<file path="config.mk">
export PLATFORM = sky130hd
export DESIGN_NAME = signed_to_unsigned_conv_flat
export DESIGN_NICKNAME = d
export VERILOG_FILES = /design/src/rtl/signed_to_unsigned_conv_if.sv /design/src/rtl/signed_to_unsigned_conv.sv /design/src/flat_wrapper.sv
export SDC_FILE = /design/constraint.sdc
export NUM_CORES = 1
export LEC_CHECK = 0
export CORE_ASPECT_RATIO = 1.5
export CORE_MARGIN = 2
export CORE_UTILIZATION = 42
export DETAILED_ROUTE_END_ITERATION = 8
export PLACE_DENSITY = 0.74
export SYNTH_ARGS = -nofsm -noshare
export SYNTH_HDL_FRONTEND = slang
export SYNTH_SLANG_ARGS = --single-unit
</file>
<file path="constraint.sdc">
create_clock -name clk -period 1.47 [get_ports clk]
set_clock_uncertainty 0.1 [all_clocks]
set_input_delay 0.2205 -clock clk [delete_from_list [all_inputs] [get_ports clk]]
set_output_delay 0.2205 -clock clk [all_outputs]
set_load 0.02 [all_outputs]
</file>
<file path="src/rtl/signed_to_unsigned_conv_if.sv">
// rtl/signed_to_unsigned_conv_if.sv - stream and status bundle for the signed-to-unsigned converter
interface signed_to_unsigned_conv_if #(
    parameter int WIDTH = 4,
    parameter int CNT_W = 8
);
    logic             in_valid;
    logic             in_ready;
    logic [WIDTH-1:0] in_data;
    logic             in_mode;
    logic             out_valid;
    logic             out_ready;
    logic [WIDTH-1:0] out_data;
    logic             out_clamped;
    logic [CNT_W-1:0] clamp_count;

    // Upstream source / downstream sink side
    modport master (
        output in_valid, in_data, in_mode, out_ready,
        input  in_ready, out_valid, out_data, out_clamped, clamp_count
    );

    // Converter side
    modport slave (
        input  in_valid, in_data, in_mode, out_ready,
        output in_ready, out_valid, out_data, out_clamped, clamp_count
    );
endinterface

</file>
<file path="src/rtl/signed_to_unsigned_conv.sv">
// rtl/signed_to_unsigned_conv.sv - two-stage signed-to-unsigned converter with clamp counter
module signed_to_unsigned_conv #(
    parameter int WIDTH = 4,
    parameter int CNT_W = 8
) (
    input  logic                      clk,
    input  logic                      rst,
    signed_to_unsigned_conv_if.slave  bus
);
    localparam logic [CNT_W-1:0] CNT_MAX = {CNT_W{1'b1}};

    // Stage 1: raw sample plus the mode it arrived with
    logic             s1_valid_q, s1_valid_d;
    logic [WIDTH-1:0] s1_data_q,  s1_data_d;
    logic             s1_mode_q,  s1_mode_d;

    // Stage 2: converted result, drives the output side directly
    logic             s2_valid_q,   s2_valid_d;
    logic [WIDTH-1:0] s2_data_q,    s2_data_d;
    logic             s2_clamped_q, s2_clamped_d;

    logic [CNT_W-1:0] cnt_q, cnt_d;

    logic             adv;
    logic             in_fire;
    logic             out_fire;
    logic [WIDTH-1:0] conv_data;
    logic             conv_clamped;

    // Handshake decode; in_ready looks through to out_ready so a full pipe keeps streaming
    always_comb begin
        adv      = !s2_valid_q || bus.out_ready;
        in_fire  = bus.in_valid && (!s1_valid_q || adv);
        out_fire = s2_valid_q && bus.out_ready;
    end

    // Conversion of the S1 sample: clamp negatives to zero, or flip the msb for offset-binary
    always_comb begin
        conv_data    = s1_data_q;
        conv_clamped = 1'b0;
        if (s1_mode_q) begin
            conv_data[WIDTH-1] = ~s1_data_q[WIDTH-1];
        end else if (s1_data_q[WIDTH-1]) begin
            conv_data    = '0;
            conv_clamped = 1'b1;
        end
    end

    // Next-state for both stages and the saturating clamp counter
    always_comb begin
        s1_valid_d   = s1_valid_q;
        s1_data_d    = s1_data_q;
        s1_mode_d    = s1_mode_q;
        s2_valid_d   = s2_valid_q;
        s2_data_d    = s2_data_q;
        s2_clamped_d = s2_clamped_q;
        cnt_d        = cnt_q;

        if (adv) begin
            s2_valid_d = s1_valid_q;
            if (s1_valid_q) begin
                s2_data_d    = conv_data;
                s2_clamped_d = conv_clamped;
            end
            s1_valid_d = 1'b0;
        end

        if (in_fire) begin
            s1_valid_d = 1'b1;
            s1_data_d  = bus.in_data;
            s1_mode_d  = bus.in_mode;
        end

        if (out_fire && s2_clamped_q && (cnt_q != CNT_MAX)) begin
            cnt_d = cnt_q + 1'b1;
        end
    end

    // State registers; reset drops anything in flight
    always_ff @(posedge clk) begin
        if (rst) begin
            s1_valid_q   <= 1'b0;
            s1_data_q    <= '0;
            s1_mode_q    <= 1'b0;
            s2_valid_q   <= 1'b0;
            s2_data_q    <= '0;
            s2_clamped_q <= 1'b0;
            cnt_q        <= '0;
        end else begin
            s1_valid_q   <= s1_valid_d;
            s1_data_q    <= s1_data_d;
            s1_mode_q    <= s1_mode_d;
            s2_valid_q   <= s2_valid_d;
            s2_data_q    <= s2_data_d;
            s2_clamped_q <= s2_clamped_d;
            cnt_q        <= cnt_d;
        end
    end

    // Output drive
    always_comb begin
        bus.in_ready    = !s1_valid_q || adv;
        bus.out_valid   = s2_valid_q;
        bus.out_data    = s2_data_q;
        bus.out_clamped = s2_clamped_q;
        bus.clamp_count = cnt_q;
    end
endmodule

</file>
<file path="src/flat_wrapper.sv">
// flat-port wrapper written by rule: the top's interface ports become plain ports
module signed_to_unsigned_conv_flat 
#(
    parameter int WIDTH = 4,
    parameter int CNT_W = 8
)
  (clk, rst, bus_in_valid, bus_in_data, bus_in_mode, bus_out_ready, bus_in_ready, bus_out_valid, bus_out_data, bus_out_clamped, bus_clamp_count);
  signed_to_unsigned_conv_if #(.WIDTH(WIDTH), .CNT_W(CNT_W)) bus_i ();
  input  logic clk;
  input  logic rst;
  input wire logic [$bits(bus_i.in_valid)-1:0] bus_in_valid;
  input wire logic [$bits(bus_i.in_data)-1:0] bus_in_data;
  input wire logic [$bits(bus_i.in_mode)-1:0] bus_in_mode;
  input wire logic [$bits(bus_i.out_ready)-1:0] bus_out_ready;
  output wire logic [$bits(bus_i.in_ready)-1:0] bus_in_ready;
  output wire logic [$bits(bus_i.out_valid)-1:0] bus_out_valid;
  output wire logic [$bits(bus_i.out_data)-1:0] bus_out_data;
  output wire logic [$bits(bus_i.out_clamped)-1:0] bus_out_clamped;
  output wire logic [$bits(bus_i.clamp_count)-1:0] bus_clamp_count;
  assign bus_i.in_valid = bus_in_valid;
  assign bus_i.in_data = bus_in_data;
  assign bus_i.in_mode = bus_in_mode;
  assign bus_i.out_ready = bus_out_ready;
  assign bus_in_ready = bus_i.in_ready;
  assign bus_out_valid = bus_i.out_valid;
  assign bus_out_data = bus_i.out_data;
  assign bus_out_clamped = bus_i.out_clamped;
  assign bus_clamp_count = bus_i.clamp_count;
  signed_to_unsigned_conv #(.WIDTH(WIDTH), .CNT_W(CNT_W)) u_core (.clk(clk), .rst(rst), .bus(bus_i));
endmodule
</file>
==> run_summary.xml, run 1 <==
<?xml version="1.0" encoding="UTF-8"?>
<metrics>
  <group name="cells_and_area">
    <metric name="layout_commonest_cell" unit="">sky130_fd_sc_hd__dfxtp_1</metric>
    <metric name="final-instance-count-excl-fill" unit="">159</metric>
    <metric name="finish.instance_area" unit="sq um">1290</metric>
    <metric name="antenna_cells_inserted" unit="">0</metric>
    <metric name="fraction_of_final_layout_cells_sized_beyond_drive_strength_1" unit="">0.204</metric>
    <metric name="nets" unit="">148</metric>
    <metric name="final_util" unit="">0.639</metric>
    <metric name="most_used_cells_in_the_layout_excluding_fill_and_tap_cells" unit="">18 x sky130_fd_sc_hd__dfxtp_1, 14 x sky130_fd_sc_hd__buf_4, 13 x sky130_fd_sc_hd__a21oi_1</metric>
    <metric name="synthToLayoutAreaGrowth" unit="%">44.6</metric>
  </group>
  <group name="yosys">
    <metric name="postSynthRegisterBits" unit="">20</metric>
    <metric name="ys_seq_area_frac" unit="">0.447</metric>
    <metric name="synth.cell_area" unit="sq um">896</metric>
    <metric name="synth_cell_type_count" unit="">30</metric>
    <metric name="avgSynthCellArea" unit="sq um">9.05</metric>
    <metric name="netlist_instances" unit="">99</metric>
    <metric name="synth.net_count" unit="">109</metric>
    <metric name="yosys_warns" unit="">0</metric>
  </group>
  <group name="detailed_routing">
    <metric name="drt_iter0_drc" unit="">33</metric>
    <metric name="detailroute.via_count" unit="">928</metric>
    <metric name="routed_wire_length_per_instance" unit="um">13.5</metric>
    <metric name="route.detailed.vias_per_inst" unit="">5.84</metric>
    <metric name="drc" unit="">0</metric>
    <metric name="totalWireLength" unit="um">2140</metric>
    <metric name="dr.pass1.iters" unit="">4</metric>
    <metric name="drtAntennaViolNets" unit="">0</metric>
  </group>
  <group name="floorplanning">
    <metric name="dieHeight" unit="um">60.6</metric>
    <metric name="rows" unit="">20</metric>
    <metric name="io_pins" unit="">24</metric>
    <metric name="start_util" unit="">0.442</metric>
    <metric name="die-width" unit="um">41.7</metric>
    <metric name="core" unit="sq um">2030</metric>
    <metric name="area_of_the_die" unit="sq um">2530</metric>
  </group>
  <group name="power_and_ir_drop">
    <metric name="total_power" unit="W">0.00104</metric>
    <metric name="power.density" unit="nW/um^2">801</metric>
    <metric name="vdd.ir_drop.worst" unit="mV">0.543</metric>
    <metric name="leakage" unit="nW">0.543</metric>
  </group>
  <group name="clock_tree">
    <metric name="cts_tree" unit="">done</metric>
    <metric name="numCtsBuffers" unit="">3</metric>
    <metric name="htree_num_levels" unit="">1</metric>
    <metric name="clk_latency" unit="ns">0.30</metric>
    <metric name="clock_tree_sinks" unit="">20</metric>
    <metric name="clk_transition_reported_paths" unit="ns">0.11</metric>
    <metric name="ctsLongestPathBuffers" unit="">2</metric>
    <metric name="clock-root-buffer" unit="">sky130_fd_sc_hd__clkbuf_4</metric>
  </group>
  <group name="worst_setup_path">
    <metric name="crit_path_max_incr_delay" unit="ns">0.38</metric>
    <metric name="cpMaxStageDelayCell" unit="">sky130_fd_sc_hd__dfxtp_4</metric>
    <metric name="timing.critical_path.arrival" unit="ns">1.54</metric>
    <metric name="startpoint_type_of_the_worst_setup_path" unit="">flop</metric>
    <metric name="crit_family" unit="">simple AND/OR/NAND/NOR gates</metric>
    <metric name="critical_path.cell_chain" unit="">ha_4 -&gt; and4_1 -&gt; and2_1 -&gt; a211oi_1</metric>
    <metric name="timing_worst_setup_path_type" unit="">flop to flop</metric>
    <metric name="worst-path-max-fanout" unit="">6</metric>
    <metric name="cp_data_required_time" unit="ns">1.58</metric>
    <metric name="cp.buffers_inverters" unit="">0</metric>
    <metric name="crit_path_end_kind" unit="">flop</metric>
  </group>
  <group name="sta">
    <metric name="hold_violations" unit="">0</metric>
    <metric name="final-max-slew-violation-count" unit="">0</metric>
    <metric name="timing.fmax" unit="MHz">699</metric>
    <metric name="final-setup-viol-count" unit="">0</metric>
    <metric name="final.hold.worst_slack" unit="ns">0.366</metric>
    <metric name="worst-slew-pin-transition" unit="ns">0.250</metric>
    <metric name="final_min_period_over_clock_period" unit="">0.973</metric>
    <metric name="minimum_period_implied_by_the_final_worst_setup_slack" unit="ns">1.43</metric>
    <metric name="rsz_0062_raised_after_global_routing" unit="">false</metric>
    <metric name="max_slew_margin" unit="">0.833</metric>
  </group>
  <group name="place">
    <metric name="gp_routability_congestion" unit="">0.813</metric>
    <metric name="portBuffers" unit="">23</metric>
    <metric name="placed_cells" unit="">155</metric>
    <metric name="post-dp-hpwl" unit="um">1730</metric>
    <metric name="dpl_cell_area" unit="sq um">1260</metric>
  </group>
  <group name="grt">
    <metric name="grt_start_max_net_pins" unit="">15</metric>
    <metric name="grt_first_pass_wirelength" unit="um">3750</metric>
    <metric name="groute.usage.overall" unit="">0.192</metric>
    <metric name="first_global_vias" unit="">957</metric>
    <metric name="antenna_violations_before_repair" unit="">0</metric>
    <metric name="globalRouteOverflowTotal" unit="">0</metric>
  </group>
  <group name="job">
    <metric name="cap_violations" unit="">0</metric>
  </group>
  <group name="worst_hold_path">
    <metric name="timing.hold.worst.class" unit="">primary input to flop</metric>
  </group>
  <group name="run_status">
    <metric name="run_status" unit="">completed</metric>
  </group>
</metrics>
## worst paths after layout
check	startpoint	endpoint	slack (ns)	cells past startpoint
min	bus_in_data[0]	u_core.s1_data_q[0]	0.37	3
min reg2reg	u_core.bus.out_data[2]	u_core.bus.out_data[2]	0.38	2
max	u_core.bus.clamp_count[0]	u_core.bus.clamp_count[6]	0.04	4
max reg2reg	u_core.bus.clamp_count[0]	u_core.bus.clamp_count[6]	0.04	4
## final cells by class
class                      instances  area (sq um)
fill                             187           732
multi-input combinational         73           479
sequential                        20           408
timing repair buffer              37           322
inverter                           3          11.3
tap                               22          27.5
clock buffer                       4          47.5
## tightest hold or removal path: stages
cell and delay, ns:
sky130_fd_sc_hd__clkdlybuf4s50_1 0.40, sky130_fd_sc_hd__nand3_1 0.06, sky130_fd_sc_hd__a21oi_1 0.05
## per-layer routing
| layer | global-route usage | vias up | share of wire |
|---|---|---|---|
| met5 | 0 | - | 0 |
| met4 | 0.147 | 0 | 0.027 |
| met3 | 0.0179 | 8 | 0.043 |
| met2 | 0.375 | 37 | 0.55 |
| met1 | 0.184 | 434 | 0.38 |
| li1 | - | 449 | - |
## sequential cells by signal, summed over array words and instances, names as in the netlist
signal                  count
u_core.bus.clamp_count      8
u_core.bus.out_valid        1
u_core.bus.out_clamped      1
u_core.s1_mode_q            1
u_core.bus.out_data         4
u_core.s1_data_q            4
u_core.s1_valid_q           1
## cells in the mapped netlist, drive strengths merged
| cell type | count | share of area |
|---|---|---|
| a211oi | 4 | 0.034 |
| a31oi | 3 | 0.021 |
| or3 | 1 | 0.0070 |
| nand4b | 1 | 0.0098 |
| nand3 | 7 | 0.039 |
| and2b | 1 | 0.0084 |
| nand4 | 4 | 0.028 |
| nand2 | 2 | 0.0084 |
| ha | 1 | 0.014 |
| buf | 3 | 0.022 |
| a311oi | 3 | 0.036 |
| mux2 | 1 | 0.017 |
| inv | 3 | 0.013 |
| o21ai | 10 | 0.056 |
| and2 | 2 | 0.014 |
| nor2b | 2 | 0.014 |
| nor2 | 5 | 0.021 |
| and3 | 3 | 0.022 |
| a41oi | 1 | 0.0098 |
| and4 | 2 | 0.020 |
| mux2i | 1 | 0.011 |
| and3b | 1 | 0.0098 |
| a21oi | 14 | 0.091 |
| dfxtp | 20 | 0.45 |
| nand2b | 4 | 0.028 |
## repair_timing
action | 4_1_cts | 5_1_grt
pin swaps | 0 | 3
buffers inserted | 0 | 0
endpoints found under the setup margin | 15 | 8
gates cloned | 0 | 0
hold buffers | 0 | 0
gates resized for setup | 18 | 7
## power by group
part           total [W]  switching, W  internal (W)
registers       0.000560    0.00000794      0.000552
clock network   0.000382      0.000174      0.000208
logic          0.0000952     0.0000448     0.0000503
total            0.00104      0.000227      0.000810
## through the flow
stage	worst slack (ns)	setup TNS (ns)
floorplan	-0.0434	-0.0434
global placement	-0.386	-1.88
detailed placement	-0.429	-2.18
CTS	0.00443	0
global route	0.00272	0
finish	0.0390	0
## kinds of logic after synthesis
| family | count (synthesis) | share of synthesized area |
|---|---|---|
| compound gates | 35 | 0.247 |
| fa+ha+maj | 1 | 0.0140 |
| buf+inv | 6 | 0.0349 |
| flops | 20 | 0.447 |
| mux | 2 | 0.0279 |
| simple gates | 35 | 0.229 |
Note: power is estimated with default switching activity, not from simulation.
==> inputs of run 2 (changes only) <==
- ABC_AREA: not set -> 0
- ABC_CLOCK_PERIOD_IN_PS: not set -> 1470
- CAP_MARGIN: not set -> 20
==> results of run 2 <==
No change in the layout: final DEF, timing and power equal those of run 1.
==> inputs of run 3 (changes only) <==
- CORE_ASPECT_RATIO: 1.5 -> not set
- SLEW_MARGIN: not set -> 20
==> run_summary.xml, run 3 (synthesis gave the netlist of run 1 again) <==
<?xml version="1.0" encoding="UTF-8"?>
<metrics>
  <group name="worst_hold_path">
    <metric name="timing.hold.worst.class" unit="">primary input to flop</metric>
  </group>
  <group name="floorplanning">
    <metric name="core" unit="sq um">1980</metric>
    <metric name="start_util" unit="">0.452</metric>
    <metric name="io_pins" unit="">24</metric>
    <metric name="rows" unit="">16</metric>
    <metric name="dieHeight" unit="um">50.2</metric>
    <metric name="area_of_the_die" unit="sq um">2520</metric>
    <metric name="die-width" unit="um">50.2</metric>
  </group>
  <group name="cells_and_area">
    <metric name="antenna_cells_inserted" unit="">0</metric>
    <metric name="nets" unit="">149</metric>
    <metric name="number_of_flip_flops_in_the_largest_register" unit="">8</metric>
    <metric name="nFillCells" unit="">161</metric>
    <metric name="layout_commonest_cell" unit="">sky130_fd_sc_hd__dfxtp_1</metric>
    <metric name="synthToLayoutAreaGrowth" unit="%">43.3</metric>
    <metric name="final-instance-count-excl-fill" unit="">165</metric>
    <metric name="finish.instance_area" unit="sq um">1280</metric>
    <metric name="fraction_of_final_layout_cells_sized_beyond_drive_strength_1" unit="">0.232</metric>
    <metric name="most_used_cells_in_the_layout_excluding_fill_and_tap_cells" unit="">17 x sky130_fd_sc_hd__dfxtp_1, 15 x sky130_fd_sc_hd__buf_4, 13 x sky130_fd_sc_hd__a21oi_1</metric>
    <metric name="register_area" unit="sq um">409</metric>
    <metric name="multi_input_comb_area" unit="sq um">480</metric>
  </group>
  <group name="grt">
    <metric name="antenna_violations_before_repair" unit="">0</metric>
    <metric name="grt_start_max_net_pins" unit="">13</metric>
    <metric name="first_global_vias" unit="">780</metric>
    <metric name="grt_first_pass_wirelength" unit="um">3420</metric>
    <metric name="groute.usage.overall" unit="">0.178</metric>
    <metric name="globalRouteOverflowTotal" unit="">0</metric>
  </group>
  <group name="detailed_routing">
    <metric name="totalWireLength" unit="um">2050</metric>
    <metric name="drtAntennaViolNets" unit="">0</metric>
    <metric name="drt_iter0_drc" unit="">16</metric>
    <metric name="dr.pass1.iters" unit="">4</metric>
    <metric name="detailroute.via_count" unit="">901</metric>
    <metric name="route.detailed.vias_per_inst" unit="">5.46</metric>
    <metric name="routed_wire_length_per_instance" unit="um">12.4</metric>
    <metric name="drc" unit="">0</metric>
  </group>
  <group name="power_and_ir_drop">
    <metric name="total_power" unit="W">0.000927</metric>
    <metric name="power.density" unit="nW/um^2">722</metric>
    <metric name="leakage" unit="nW">0.526</metric>
    <metric name="vdd.ir_drop.worst" unit="mV">0.394</metric>
  </group>
  <group name="clock_tree">
    <metric name="htree_num_levels" unit="">1</metric>
    <metric name="holdBufCountCts" unit="">0</metric>
    <metric name="clock_tree_sinks" unit="">20</metric>
    <metric name="clock-root-buffer" unit="">sky130_fd_sc_hd__clkbuf_4</metric>
    <metric name="clk_transition_reported_paths" unit="ns">0.10</metric>
    <metric name="numCtsBuffers" unit="">3</metric>
    <metric name="clk_latency" unit="ns">0.30</metric>
    <metric name="ctsLongestPathBuffers" unit="">2</metric>
    <metric name="cts_post_setup_buffers_inserted" unit="">0</metric>
    <metric name="cts_tree" unit="">done</metric>
  </group>
  <group name="sta">
    <metric name="final.setup.worst_slack" unit="ns">0.0311</metric>
    <metric name="minimum_period_implied_by_the_final_worst_setup_slack" unit="ns">1.44</metric>
    <metric name="setup_total_negative_slack" unit="ns">0</metric>
    <metric name="hold_violations" unit="">0</metric>
    <metric name="worst-slew-pin-transition" unit="ns">0.217</metric>
    <metric name="final_min_period_over_clock_period" unit="">0.979</metric>
    <metric name="timing.fmax" unit="MHz">695</metric>
    <metric name="rsz_0062_raised_after_global_routing" unit="">false</metric>
    <metric name="final-max-slew-violation-count" unit="">0</metric>
    <metric name="max_slew_margin" unit="">0.855</metric>
    <metric name="final-setup-viol-count" unit="">0</metric>
  </group>
  <group name="place">
    <metric name="dpl_cell_area" unit="sq um">1270</metric>
    <metric name="gp_routability_congestion" unit="">0.865</metric>
    <metric name="post-dp-hpwl" unit="um">1640</metric>
    <metric name="portBuffers" unit="">23</metric>
    <metric name="post-place-ws" unit="ns">-0.431</metric>
    <metric name="placed_cells" unit="">161</metric>
  </group>
  <group name="worst_setup_path">
    <metric name="worst-path-max-fanout" unit="">2</metric>
    <metric name="timing.critical_path.arrival" unit="ns">1.12</metric>
    <metric name="startpoint_type_of_the_worst_setup_path" unit="">primary input</metric>
    <metric name="cp_data_required_time" unit="ns">1.15</metric>
    <metric name="crit_path_end_kind" unit="">output port</metric>
    <metric name="timing_worst_setup_path_type" unit="">primary input to output port</metric>
  </group>
  <group name="job">
    <metric name="cap_violations" unit="">0</metric>
  </group>
  <group name="run_status">
    <metric name="run_status" unit="">completed</metric>
  </group>
</metrics>
-- run 3: cell types whose count changed in the layout (fill, tap and decap cells not counted), sizes merged --
cell / previous run / this run
buf: 15 / 16
clkbuf: 4 / 6
clkdlybuf4s15: 2 / 3
dlygate4sd2: 12 / 9
-- run 3: routing by layer --
metal	track usage	up-vias	routed length [um]
met4	0.102	0	20
met3	0.0357	2	70
met1	0.249	418	1000
met2	0.252	29	958
li1	-	452	-
met5	0	-	0
-- run 3: layout make-up --
type	count	share of cell area
Inverter	3	0.00877
Tap cell	27	0.0263
Timing Repair Buffer	38	0.251
Clock buffer	4	0.0205
Multi-Input combinational cell	73	0.374
Sequential cell	20	0.319
-- run 3: worst max-delay path, stage by stage --
cell and delay, ns:
sky130_fd_sc_hd__clkdlybuf4s50_1 0.49, sky130_fd_sc_hd__and3b_2 0.23, sky130_fd_sc_hd__inv_2 0.06, sky130_fd_sc_hd__buf_6 0.11
-- run 3: worst paths after layout --
| check | from | to | slack [ns] | cells past startpoint |
|---|---|---|---|---|
| worst max register to register | u_core.bus.clamp_count[1] | u_core.bus.clamp_count[0] | 0.08 | 4 |
| worst min register to register | u_core.bus.out_data[1] | u_core.bus.out_data[1] | 0.38 | 2 |
| worst max-delay path | bus_out_ready | bus_in_ready | 0.03 | 4 |
| worst min-delay path | bus_in_mode | u_core.s1_mode_q | 0.38 | 3 |
-- run 3: metrics by stage --
stage / hold slack [ns] / util
2_1_floorplan: 0.268 / -
3_3_place_gp: 0.359 / 0.642
3_5_place_dp: 0.369 / 0.642
4_1_cts: 0.375 / 0.644
5_1_grt: 0.372 / 0.648
6_report: 0.384 / 0.648
-- run 3: timing repair --
item                       4_1_cts  5_1_grt
hold endpoints to repair         0        0
gates resized for setup         18       14
setup endpoints to repair       15       12
-- run 3: where the power goes --
part           switching [W]  total [W]  leakage [nW]  internal (W)
sequential        0.00000767   0.000560         0.165      0.000552
clock               0.000166   0.000272        0.0150      0.000106
combinational      0.0000453  0.0000958         0.346     0.0000505
